$ cat config.mk
export PLATFORM = sky130hd
export DESIGN_NAME = imem_loader
export DESIGN_NICKNAME = d
export VERILOG_FILES = /design/src/rtl/imem_loader_pkg.sv /design/src/rtl/imem_loader.sv
export SDC_FILE = /design/constraint.sdc
export NUM_CORES = 1
export LEC_CHECK = 0
export CAP_MARGIN = 20
export CELL_PAD_IN_SITES_DETAIL_PLACEMENT = 0
export CELL_PAD_IN_SITES_GLOBAL_PLACEMENT = 2
export CORE_ASPECT_RATIO = 0.75
export CORE_MARGIN = 2
export CORE_UTILIZATION = 30
export DETAILED_ROUTE_END_ITERATION = 6
export PLACE_DENSITY = 0.79
export SLEW_MARGIN = 20
export SYNTH_ARGS = -nofsm -noshare
export SYNTH_HDL_FRONTEND = slang
export SYNTH_SLANG_ARGS = --single-unit
$ cat constraint.sdc
create_clock -name clk_i -period 3.2 [get_ports clk_i]
set_clock_uncertainty 0.05 [all_clocks]
set_input_delay 0.48 -clock clk_i [delete_from_list [all_inputs] [get_ports clk_i]]
set_output_delay 0.48 -clock clk_i [all_outputs]
set_load 0.005 [all_outputs]
$ cat src/rtl/imem_loader_pkg.sv
// imem_loader_pkg: shared types and constants for the boot-time instruction memory loader.
//   state_e        : loader FSM states
//   HDR_BYTES      : number of length-header bytes preceding the image
//   BYTES_PER_WORD : stream bytes assembled into one instruction word
package imem_loader_pkg;
    typedef enum logic [2:0] {IDLE, HDR0, HDR1, DATA, DONE} state_e;
    localparam int HDR_BYTES = 2;
    localparam int BYTES_PER_WORD = 4;
endpackage

$ cat src/rtl/imem_loader.sv
// imem_loader: streams a length header plus little-endian words into imem and holds the core until done.
//   clk_i / reset_i         : clock, asynchronous active-high reset
//   start_i                 : arms a new load from IDLE or DONE
//   byte_valid_i/byte_data_i: byte stream in, byte_ready_o accepts it
//   imem_we_o/waddr_o/wdata_o : single-cycle imem write port
//   core_hold_o             : core reset, released only after an error-free load
//   done_o / err_o          : load finished / header count exceeded memory depth
//   words_loaded_o          : complete words received in this load
module imem_loader
    import imem_loader_pkg::*;
#(
    parameter int ADDR_W = 8
) (
    input  logic              clk_i,
    input  logic              reset_i,
    input  logic              start_i,
    input  logic              byte_valid_i,
    input  logic [7:0]        byte_data_i,
    output logic              byte_ready_o,
    output logic              imem_we_o,
    output logic [ADDR_W-1:0] imem_waddr_o,
    output logic [31:0]       imem_wdata_o,
    output logic              core_hold_o,
    output logic              done_o,
    output logic              err_o,
    output logic [15:0]       words_loaded_o
);
    localparam logic [16:0] DEPTH = 17'(2 ** ADDR_W);

    state_e            state_q, state_d;
    logic [15:0]       count_q, count_d, words_q, words_d;
    logic [2:0][7:0]   lanes_q, lanes_d;
    logic [1:0]        idx_q, idx_d;
    logic              ready_q, ready_d, we_q, we_d, hold_q, hold_d;
    logic              done_q, done_d, err_q, err_d;
    logic [ADDR_W-1:0] waddr_q, waddr_d;
    logic [31:0]       wdata_q, wdata_d;
    logic              xfer, arm, last, data_x;
    logic [15:0]       hdr_count, words_inc;

    assign xfer      = byte_valid_i & ready_q;
    assign arm       = start_i & (state_q == IDLE || state_q == DONE);
    assign last      = idx_q == 2'(BYTES_PER_WORD - 1);
    assign data_x    = xfer & (state_q == DATA);
    assign hdr_count = {byte_data_i, count_q[7:0]};
    assign words_inc = words_q + 16'd1;

    always_ff @(posedge clk_i or posedge reset_i) begin
        if (reset_i) state_q <= IDLE;
        else         state_q <= state_d;
    end

    always_comb begin
        state_d = state_q;
        unique case (state_q)
            IDLE, DONE: state_d = start_i ? HDR0 : state_q;
            HDR0:       state_d = xfer ? HDR1 : HDR0;
            HDR1:       state_d = !xfer ? HDR1 : (hdr_count == 16'd0) ? DONE : DATA;
            DATA:       state_d = (data_x && last && words_inc == count_q) ? DONE : DATA;
            default:    state_d = IDLE;
        endcase
    end

    // Datapath next-state; arm takes priority so a restart always begins from a clean slate.
    always_comb begin
        lanes_d = lanes_q;
        if (data_x && !last) lanes_d[idx_q] = byte_data_i;
        count_d = (xfer && state_q == HDR0) ? {count_q[15:8], byte_data_i} :
                  (xfer && state_q == HDR1) ? hdr_count : count_q;
        idx_d   = arm ? 2'd0 : data_x ? idx_q + 2'd1 : idx_q;
        // Words past the end of memory are counted but never written.
        we_d    = data_x && last && ({1'b0, words_q} < DEPTH);
        waddr_d = we_d ? words_q[ADDR_W-1:0] : waddr_q;
        wdata_d = we_d ? {byte_data_i, lanes_q} : wdata_q;
        words_d = arm ? 16'd0 : (data_x && last) ? words_inc : words_q;
        err_d   = arm ? 1'b0 : (xfer && state_q == HDR1 && {1'b0, hdr_count} > DEPTH) ? 1'b1 : err_q;
        // done/hold follow DONE by one edge so the final write commits before release.
        done_d  = arm ? 1'b0 : (state_q == DONE) ? 1'b1 : done_q;
        hold_d  = arm ? 1'b1 : (state_q == DONE && !err_q) ? 1'b0 : hold_q;
        ready_d = state_d == HDR0 || state_d == HDR1 || state_d == DATA;
    end

    always_ff @(posedge clk_i or posedge reset_i) begin
        if (reset_i) begin
            count_q <= '0;
            words_q <= '0;
            lanes_q <= '0;
            idx_q   <= '0;
            ready_q <= 1'b0;
            we_q    <= 1'b0;
            waddr_q <= '0;
            wdata_q <= '0;
            hold_q  <= 1'b1;
            done_q  <= 1'b0;
            err_q   <= 1'b0;
        end else begin
            count_q <= count_d;
            words_q <= words_d;
            lanes_q <= lanes_d;
            idx_q   <= idx_d;
            ready_q <= ready_d;
            we_q    <= we_d;
            waddr_q <= waddr_d;
            wdata_q <= wdata_d;
            hold_q  <= hold_d;
            done_q  <= done_d;
            err_q   <= err_d;
        end
    end

    assign byte_ready_o   = ready_q;
    assign imem_we_o      = we_q;
    assign imem_waddr_o   = waddr_q;
    assign imem_wdata_o   = wdata_q;
    assign core_hold_o    = hold_q;
    assign done_o         = done_q;
    assign err_o          = err_q;
    assign words_loaded_o = words_q;
endmodule

==> flow_metrics.env <==
export IMPL_p_leak_nw=2.572
export IMPL_report_final_hold_viol_count=0
export IMPL_port_buffer_count=72
export IMPL_placedCellCount=679
export IMPL_start_kind="flop"
export IMPL_cts_path_max_buffers=2
export IMPL_synth_flop_cell="dfrtp_1"
export IMPL_routed_top_layer="met5"
export IMPL_die_area_sq_um=17400
export IMPL_initial_core_util_pct=30.63
export IMPL_drt_iter0_markers=164
export IMPL_yosysUniqueCellTypes=47
export IMPL_grt_start_max_net_pins=42
export IMPL_relSlewSlack_pct=46.51
export IMPL_via_per_inst=4.832
export IMPL_ant_nets=0
export IMPL_ys_top_cells_by_area="dfrtp_1 54%, mux2_2 18%, nand2_1 3.2%"
export IMPL_ys_ff_latch=106
export IMPL_via_count=3358
export IMPL_post_synth_top_count_cell="dfrtp_1"
export IMPL_status="finished, final reports clean"
export IMPL_power_density_nw_per_um2=829.5
export IMPL_ios=73
export IMPL_required_ns=3.42
export IMPL_diodes=0
export IMPL_min_period_ns=2.537
export IMPL_synth_top_cell_by_area="dfrtp_1"
export IMPL_tns_ns=0
export IMPL_place_congestion=0.8001
export IMPL_dr_pass1_iters=4
export IMPL_final_cells=695
export IMPL_grt_pass1_vias=3362
export IMPL_cts_root_buffer="clkbuf_16"
export IMPL_track_usage_pct=13.95
export IMPL_wl_met3_um=519
export IMPL_numCtsBuffers=9
export IMPL_syn_nets=422
export IMPL_cts_tree="yes"
export IMPL_end_kind="flop"
export IMPL_fp_dieW_um=151.7
export IMPL_synth_top_cell_area_share_pct=53.56
export IMPL_synth_edf_count=0
export IMPL_clkLatencyLatePin_ns=0.34
export IMPL_critPathMaxFanout=7
export IMPL_hold_buffers=0
export IMPL_cts_sinks=106
export IMPL_gr_total_overflow=0
export IMPL_crit_type="reg -> reg"
export IMPL_cts_resized_gates=0
export IMPL_synthArstFlopShare_pct=100.0
export IMPL_rows=40
export IMPL_routed_wl_mm=11.54
export IMPL_yosysSeqAreaShare_pct=54.09
export IMPL_path_clk_slew_ns=0.07
export IMPL_worst_pin_slew_ns=0.7980
export IMPL_htreeDepth=3
export IMPL_drc=0
export IMPL_ir_worst_vdd_mv=0.3381
export IMPL_post_route_period_util_pct=79.27
export IMPL_wl_per_cell_um=16.60
export IMPL_drive_above_1_share_pct=25.15
export IMPL_grt_pass1_wl_mm=18.51
export IMPL_met1_length_mm=5.879
export IMPL_n_fill_cell=1539
export IMPL_syn_avg_cell_area_sq_um=12.11
export IMPL_synthToLayoutAreaGrowth_pct=27.01
export IMPL_ys_top_cells_by_count="105 x dfrtp_1, 78 x mux2_2, 42 x nand2_1"
export IMPL_slew_violations=0
export IMPL_synthCells=405
export IMPL_clock_fmax_mhz=394.2
export IMPL_synth_area_sq_um=4906
export IMPL_met2_wirelength_mm=5.017
export IMPL_min_delay_path_class="in -> async"
export IMPL_arrival_ns=2.75
export IMPL_die_height_um=114.7
export IMPL_hpwl_mm=8.370
export IMPL_antenna_found_initial=1
export IMPL_setup_violations=0
export IMPL_synth_warnings=0
export IMPL_nNetsFinal=497
export IMPL_grt_setup_unrepaired="false"
export IMPL_drv_cap=0
export IMPL_ff2ff_path_depth=7
export IMPL_cts_setup_buffers=0
export IMPL_core_sq_um=16020
[path summary, 6_finish.rpt]
path,start,end,slack [ns]
max reg2reg,words_loaded_o[0],state_q[2],0.66
max,words_loaded_o[0],state_q[2],0.66
max in group asynchronous,reset_i,words_loaded_o[7],1.95
min,reset_i,lanes_q[0],0.44
min reg2reg,core_hold_o,core_hold_o,0.44
min in group clk_i,core_hold_o,core_hold_o,0.44
[kinds of logic after synthesis]
| family | synth area share [%] |
|---|---|
| buffers and inverters | 2.474 |
| and+or+nand+nor | 12.09 |
| muxes | 18.64 |
| AOI/OAI and AO/OA | 6.963 |
| xor gates and xnor gates | 4.463 |
| DFF | 54.09 |
| adders and majority gates | 1.275 |
[state kept, by name (all words and copies together), names as in the netlist]
signal          flops
done_o              1
err_o               1
lanes_q            24
imem_wdata_o       32
state_q             3
words_loaded_o     16
imem_we_o           1
idx_q               2
count_q            16
imem_waddr_o        8
core_hold_o         1
byte_ready_o        1
[power by group]
group | internal, W | leakage [nW] | switching [W]
clock network | 0.000690 | 0.157 | 0.000498
registers | 0.00185 | 1.31 | 0.000370
logic | 0.00110 | 1.11 | 0.000652
total | 0.00365 | 2.57 | 0.00152
[worst max-delay path, cell delays in order (launching register included)]
cell	delay (ns)
dfrtp_1	0.52
ha_1	0.35
and2_1	0.23
nand3_1	0.21
a211oi_1	0.33
o211ai_1	0.18
a2111oi_4	0.43
o21bai_1	0.17
[metrics by stage]
step	util [%]	instance area, sq um	setup slack [ns]	hold slack [ns]	power [W]
after detailed placement	36.93	5914	0.3667	0.4302	0.004041
after global placement	36.93	5914	0.3774	0.4189	0.003968
after floorplan	-	4910	1.126	0.4171	0.003214
after CTS	38.91	6231	0.6493	0.4461	0.005244
final	38.91	6231	0.6634	0.4446	0.005169
after global routing	38.91	6231	0.4242	0.4687	0.005531
[layer usage]
layer,up-vias,global-route usage (%)
li1,1583,-
met1,1691,20.57
met2,70,20.66
met3,12,3.849
met4,2,2.778
met5,-,0
[cell type report]
cell class                 instances  area (sq um)  share of cell area, %
clock buffer                      10         229.0                  3.675
sequential                       106          2654                  42.59
inverter                           5         22.52                 0.3614
tap                              210         262.8                  4.217
timing repair buffer              86         838.3                  13.45
multi-input combinational        272          2137                  34.30
clock inverter                     6         87.58                  1.406
[layout by cell type, fill, tap and decap left out, drive strengths merged, types with 2 or more instances in the layout]
cell type	count
bufinv	2
clkbuf	10
nor3	8
nand3	12
nor2	16
clkdlybuf4s50	72
o21a	2
o211ai	2
and4	2
and3	3
nand2	42
dfrtp	105
mux2	80
clkinv	2
and2	5
xor2	11
o21ai	24
nor4	8
a21oi	7
or3	2
inv	6
a22o	3
o31ai	5
a21o	2
ha	5
buf	14
nand4	8
xnor2	14
No activity file was read; power rests on OpenSTA's default activity.
